**src/rtl/trail_gen_if.sv**
```systemverilog
// Handshake bundle between the game controller and the trail generator.
// The slave modport is the trail_gen side; the master modport is the controller side.
interface trail_gen_if #(
  parameter int TRAIL_LEN = 41
);
  logic                       frame_tick;
  logic [1:0]                 gamemode;
  logic [8:0]                 player_y;
  logic                       collide;
  logic [TRAIL_LEN-1:0][9:0]  trail_x;
  logic [TRAIL_LEN-1:0][8:0]  trail_y;
  logic [TRAIL_LEN-1:0][3:0]  trail_life;
  logic [5:0]                 active_count;

  modport master (
    output frame_tick, gamemode, player_y, collide,
    input  trail_x, trail_y, trail_life, active_count
  );

  modport slave (
    input  frame_tick, gamemode, player_y, collide,
    output trail_x, trail_y, trail_life, active_count
  );
endinterface

```
**src/rtl/trail_gen.sv**
```systemverilog
// Player motion-trail particle buffer: ages particles once per frame and spawns
// new ones at slot 0, so the newest particle always has draw priority.
module trail_gen #(
  parameter int TRAIL_LEN   = 41,
  parameter int LIFE_MAX    = 10,
  parameter int PLAYER_X    = 160,
  parameter int PLAYER_SIZE = 40,
  parameter int DRIFT       = 4,
  parameter int SPAWN_DIV   = 2
) (
  input  logic        clk,
  input  logic        rst,
  trail_gen_if.slave  bus
);

  typedef enum logic [1:0] {
    GM_INIT  = 2'b00,
    GM_RUN   = 2'b01,
    GM_PAUSE = 2'b10,
    GM_END   = 2'b11
  } gamemode_e;

  localparam int              CNT_W      = (SPAWN_DIV > 1) ? $clog2(SPAWN_DIV) : 1;
  localparam logic [CNT_W-1:0] CNT_RELOAD = CNT_W'(1 % SPAWN_DIV);
  localparam logic [CNT_W-1:0] CNT_LAST   = CNT_W'(SPAWN_DIV - 1);
  localparam logic [9:0]      SPAWN_X    = 10'(PLAYER_X);
  localparam logic [8:0]      Y_OFF      = 9'(PLAYER_SIZE / 2);
  localparam logic [3:0]      LIFE_INIT  = 4'(LIFE_MAX);
  localparam logic [9:0]      DRIFT_X    = 10'(DRIFT);

  logic [TRAIL_LEN-1:0][9:0] x_q, x_d, aged_x;
  logic [TRAIL_LEN-1:0][8:0] y_q, y_d;
  logic [TRAIL_LEN-1:0][3:0] life_q, life_d, aged_life;
  logic [CNT_W-1:0]          spawn_cnt_q, spawn_cnt_d;
  logic                      burst_q, burst_d;
  logic [8:0]                spawn_y;
  logic                      spawn;
  gamemode_e                 gm;

  assign gm      = gamemode_e'(bus.gamemode);
  assign spawn_y = bus.player_y + Y_OFF;
  assign spawn   = (spawn_cnt_q == '0) || burst_q;

  // Aging: a particle that would drift past x = 0 is killed outright instead.
  always_comb begin
    // NOTE: every output of a combinational block gets a default first so no path leaves it unassigned (no latch).
    aged_x    = x_q;
    aged_life = life_q;
    for (int k = 0; k < TRAIL_LEN; k++) begin
      if (life_q[k] != '0) begin
        if (x_q[k] < DRIFT_X) begin
          aged_x[k]    = '0;
          aged_life[k] = '0;
        end else begin
          aged_x[k]    = x_q[k] - DRIFT_X;
          aged_life[k] = life_q[k] - 4'd1;
        end
      end
    end
  end

  always_comb begin
    x_d         = x_q;
    y_d         = y_q;
    life_d      = life_q;
    spawn_cnt_d = spawn_cnt_q;
    burst_d     = burst_q;
    unique case (gm)
      GM_INIT: begin
        x_d         = '0;
        y_d         = '0;
        life_d      = '0;
        spawn_cnt_d = '0;
        burst_d     = 1'b0;
      end
      GM_RUN: begin
        if (bus.frame_tick) begin
          if (spawn) begin
            // Packed slot 0 is the LSB element, so concatenation shifts k into k+1.
            x_d         = {aged_x[TRAIL_LEN-2:0], SPAWN_X};
            y_d         = {y_q[TRAIL_LEN-2:0], spawn_y};
            life_d      = {aged_life[TRAIL_LEN-2:0], LIFE_INIT};
            spawn_cnt_d = CNT_RELOAD;
          end else begin
            x_d         = aged_x;
            life_d      = aged_life;
            spawn_cnt_d = (spawn_cnt_q == CNT_LAST) ? '0 : spawn_cnt_q + CNT_W'(1);
          end
          // A collide on the tick itself keeps the burst alive for the next tick.
          burst_d = bus.collide;
        end else begin
          burst_d = burst_q | bus.collide;
        end
      end
      default: burst_d = burst_q | bus.collide;
    endcase
  end

  always_ff @(posedge clk or posedge rst) begin
    if (rst) begin
      // NOTE: the particle arrays are reset because they drive the picture stage directly and must read as invisible.
      x_q         <= '0;
      y_q         <= '0;
      life_q      <= '0;
      spawn_cnt_q <= '0;
      burst_q     <= 1'b0;
    end else begin
      // NOTE: sequential state uses non-blocking assignments so all flops update from pre-edge values.
      x_q         <= x_d;
      y_q         <= y_d;
      life_q      <= life_d;
      spawn_cnt_q <= spawn_cnt_d;
      burst_q     <= burst_d;
    end
  end

  always_comb begin
    bus.active_count = '0;
    for (int k = 0; k < TRAIL_LEN; k++) begin
      bus.active_count = bus.active_count + {5'd0, (life_q[k] != '0)};
    end
  end

  assign bus.trail_x    = x_q;
  assign bus.trail_y    = y_q;
  assign bus.trail_life = life_q;

endmodule
```
**src/flat_wrapper.sv**
```systemverilog
// flat-port wrapper written by rule: the top's interface ports become plain ports
module trail_gen_flat 
#(
  parameter int TRAIL_LEN   = 41,
  parameter int LIFE_MAX    = 10,
  parameter int PLAYER_X    = 160,
  parameter int PLAYER_SIZE = 40,
  parameter int DRIFT       = 4,
  parameter int SPAWN_DIV   = 2
)
  (clk, rst, bus_frame_tick, bus_gamemode, bus_player_y, bus_collide, bus_trail_x, bus_trail_y, bus_trail_life, bus_active_count);
  trail_gen_if #(.TRAIL_LEN(TRAIL_LEN)) bus_i ();
  input  logic clk;
  input  logic rst;
  input wire logic [$bits(bus_i.frame_tick)-1:0] bus_frame_tick;
  input wire logic [$bits(bus_i.gamemode)-1:0] bus_gamemode;
  input wire logic [$bits(bus_i.player_y)-1:0] bus_player_y;
  input wire logic [$bits(bus_i.collide)-1:0] bus_collide;
  output wire logic [$bits(bus_i.trail_x)-1:0] bus_trail_x;
  output wire logic [$bits(bus_i.trail_y)-1:0] bus_trail_y;
  output wire logic [$bits(bus_i.trail_life)-1:0] bus_trail_life;
  output wire logic [$bits(bus_i.active_count)-1:0] bus_active_count;
  assign bus_i.frame_tick = bus_frame_tick;
  assign bus_i.gamemode = bus_gamemode;
  assign bus_i.player_y = bus_player_y;
  assign bus_i.collide = bus_collide;
  assign bus_trail_x = bus_i.trail_x;
  assign bus_trail_y = bus_i.trail_y;
  assign bus_trail_life = bus_i.trail_life;
  assign bus_active_count = bus_i.active_count;
  trail_gen #(.TRAIL_LEN(TRAIL_LEN), .LIFE_MAX(LIFE_MAX), .PLAYER_X(PLAYER_X), .PLAYER_SIZE(PLAYER_SIZE), .DRIFT(DRIFT), .SPAWN_DIV(SPAWN_DIV)) u_core (.clk(clk), .rst(rst), .bus(bus_i));
endmodule
```
**config.mk**
```make
export PLATFORM = sky130hd
export DESIGN_NAME = trail_gen_flat
export DESIGN_NICKNAME = d
export VERILOG_FILES = /design/src/rtl/trail_gen_if.sv /design/src/rtl/trail_gen.sv /design/src/flat_wrapper.sv
export SDC_FILE = /design/constraint.sdc
export NUM_CORES = 2
export LEC_CHECK = 0
export ABC_AREA = 1
export CAP_MARGIN = 10
export CORE_AREA = 2 2 376 378
export CTS_CLUSTER_DIAMETER = 30
export DETAILED_ROUTE_END_ITERATION = 6
export DIE_AREA = 0 0 378 380
export GPL_ROUTABILITY_DRIVEN = 0
export SYNTH_ARGS = -nofsm -noshare
export SYNTH_HDL_FRONTEND = slang
export SYNTH_SLANG_ARGS = --single-unit
```
**constraint.sdc**
```tcl
create_clock -name clk -period 30.8 [get_ports clk]
set_input_delay 6.16 -clock clk [delete_from_list [all_inputs] [get_ports clk]]
set_output_delay 6.16 -clock clk [all_outputs]
set_load 0.02 [all_outputs]
```
==> results.sh <==
export IMPL_worst_endpoint_required_ns=24.64
export IMPL_h_tree_depth=5
export IMPL_ios=964
export IMPL_fin_nets=8070
export IMPL_drive_gt1_frac=0.0665
export IMPL_drc=0
export IMPL_syn2layout_area_growth_pct=38.9
export IMPL_dr_total_vias=53600
export IMPL_p_int_mw=3.42
export IMPL_hold_path_class="flip-flop to flip-flop"
export IMPL_finClkSkew_ns=0.0769
export IMPL_antenna_cells=0
export IMPL_yosys_register_bits=945
export IMPL_synth_cell_types=35
export IMPL_grt_pass1_vias=50700
export IMPL_fin_total_pwr_mw=4.52
export IMPL_detail_route_antenna_nets=0
export IMPL_maxCapViolCount=0
export IMPL_cp_arrival_ns=8.23
export IMPL_power_frac_comb=0.067
export IMPL_hold_violations=0
export IMPL_worstMarginPinSlew_ns=1.22
export IMPL_cpPeakStageDelay_ns=0.69
export IMPL_routed_wl_mm=215
export IMPL_final_common_cell="nand2_1"
export IMPL_antenna_found_initial=0
export IMPL_cts_resized=0
export IMPL_numCtsBuffers=292
export IMPL_vias_per_cell=5.36
export IMPL_clock_sinks=945
export IMPL_grt_total_usage=0.291
export IMPL_relSlewSlack=0.183
export IMPL_cp_slowest_cell="clkdlybuf4s50_1"
export IMPL_core_area_mm2=0.139
export IMPL_hpwlAfterDp_mm=154
export IMPL_die_w_um=378
export IMPL_rows=137
export IMPL_status="finished, final reports clean"
export IMPL_p_leak_nw=32.1
export IMPL_grt_max_degree=189
export IMPL_path_class="flip-flop to output pin"
export IMPL_rsz0062_at_grt="false"
export IMPL_crit_family="adder cells"
export IMPL_cts_setup_buffers=0
export IMPL_p_sw_mw=1.10
export IMPL_crit_fanout=12
export IMPL_syn_inst=6986
export IMPL_r2r_start="u_core.spawn_cnt_q"
export IMPL_crit_path_frequent_cell="fa_1"
export IMPL_drt_wirelength_per_cell_um=21.4
export IMPL_gr_total_overflow=0
export IMPL_p_seq_frac=0.283
export IMPL_p_sw_frac=0.243
export IMPL_clockPowerShare=0.649
export IMPL_final_cells=10000
export IMPL_hold_buffers=0
export IMPL_drt_pass1_iter_count=6
export IMPL_setup_viol=0
export IMPL_grt_pass1_wl_mm=321
export IMPL_syn_avg_cell_area_um2=7.52
export IMPL_clock_latency_ns=0.90
export IMPL_final_cell_mix="2,421 x nand2_1, 963 x clkdlybuf4s50_1, 945 x dfrtp_1"
export IMPL_cp_buffers_inverters=7
export IMPL_dp_cells=9504
export IMPL_yosysWarnings=0
export IMPL_synth_area_mm2=0.0526
export IMPL_crit_path_cell_trace="inv_1 -> ha_1 -> nand3_1 -> ha_1 -> inv_1 -> fa_1 -> inv_1 -> fa_1 -> fa_1 -> fa_1 -> fa_1 -> inv_1 -> fa_1 -> inv_1 -> fa_1 -> ha_1 -> inv_1 -> fa_1 -> o21ai_0 -> xor2_1 -> clkdlybuf4s50_1"
export IMPL_cts_tree="built"
export IMPL_end_kind="output pin"
export IMPL_synth_area_top_cells="dfrtp_1 45%, nand2_1 17%, nand3_1 5.9%"
export IMPL_hp_start="u_core.bus.trail_y[360]"
export IMPL_fin_setup_tns_ns=0
export IMPL_hold_slack_ns=0.487
export IMPL_port_buffers=963
export IMPL_synth_nets=7134
export IMPL_clock_fmax_mhz=69.5
export IMPL_synth_seq_area_share=0.450
export IMPL_worstSetupStartpointType="flip-flop"
export IMPL_clk_pin_slew_ns=0.05
export IMPL_drt_iter0_markers=5247
export IMPL_period_needed_ns=14.39
export IMPL_final_core_util=0.524
export IMPL_yosys_area_top_type_share=0.450
export IMPL_cp_startpoint="u_core.bus.trail_life[0]"
export IMPL_root_buffer="clkbuf_16"
export IMPL_r2r_slack_ns=26.75
export IMPL_drv_slew=0
export IMPL_dieArea_mm2=0.144
export IMPL_cts_buffer_depth=4
export IMPL_synth_top_area_cell="dfrtp_1"
export IMPL_start_util=0.378
export IMPL_cellPowerDensity_mw_per_mm2=61.9
export IMPL_finalCritPeriodShare=0.467
export IMPL_die_h_um=380
export IMPL_irDropWorstVdd_mv=0.0542
-- registers in the layout, summed over array words and instances (netlist names) --
signal / count
u_core.bus.trail_x: 410
u_core.burst_q: 1
u_core.bus.trail_y: 369
u_core.bus.trail_life: 164
u_core.spawn_cnt_q: 1
-- worst paths after layout --
check | endpoint | cells past startpoint
worst max-delay path | bus_active_count[4] | 21
worst min-delay path | u_core.bus.trail_y[360] | 2
worst max register to register | u_core.bus.trail_x[266] | 9
worst min register to register | u_core.bus.trail_y[360] | 2
max in group asynchronous | u_core.bus.trail_life[131] | 6
min in group asynchronous | u_core.bus.trail_x[61] | 2
-- power by group through the flow --
stage          sequential [mW]  combinational (mW)  clock, mW
2_1_floorplan             1.30               0.184          0
3_3_place_gp              1.29               0.302          0
3_5_place_dp              1.29               0.304          0
4_1_cts                   1.28               0.307       2.97
5_1_grt                   1.28               0.337       3.05
6_report                  1.28               0.305       2.93
-- per-layer routing --
metal,vias up,wire (um),GRT usage
li1,25300,-,-
met1,25900,88200,0.370
met2,1979,97300,0.447
met3,447,18500,0.0922
met4,0,10700,0.139
met5,-,0,0
-- worst min-delay path: stages, from the launching register on --
cell and delay [ns]:
dfrtp_1 0.34, nand2_1 0.05, o21ai_0 0.06
-- stage by stage --
step           setup WS, ns  instance area, um2
3_5_place_dp          17.28               63300
4_1_cts               16.31               73000
5_1_grt               15.88               73000
3_3_place_gp          17.33               63300
6_report              16.41               73000
2_1_floorplan         11.63               52600
-- Yosys cell counts (all sizes together) --
| master | count |
|---|---|
| nor3 | 16 |
| a21boi | 1 |
| buf | 243 |
| nor2 | 459 |
| clkinv | 1 |
| inv | 565 |
| a21o | 5 |
| fa | 32 |
| nand3b | 4 |
| o22ai | 63 |
| xnor2 | 29 |
| o21ai | 571 |
| nand2 | 2425 |
| a32o | 1 |
| a31oi | 4 |
| o221ai | 81 |
| dfrtp | 945 |
| a22oi | 2 |
| a22o | 3 |
| or2 | 23 |
| o21bai | 45 |
| xor2 | 61 |
| clkbuf | 116 |
| o211ai | 223 |
| nand3 | 620 |
| ha | 101 |
| nand4 | 325 |
| a21oi | 22 |
-- cell type report --
class	count	area (um2)
clock buffer	395	8360
clock inverter	113	1300
fill	13100	66200
inverter	566	2160
multi-input combinational	5116	25200
sequential	945	23600
tap	1876	2350
timing repair buffer	1001	9960
-- cell families (layout without fill, tap and decap cells) --
kind of cell	Yosys count	after routing	share of synthesized area
AO/OA/AOI/OAI	1021	1021	0.118
XOR/XNOR	90	90	0.0150
buffers and inverters	925	2075	0.0717
flip-flops	945	945	0.450
AND/OR/NAND/NOR	3872	3872	0.309
adder cells (fa/ha/maj)	133	133	0.0362
Note: power is estimated with default switching activity, not from simulation.
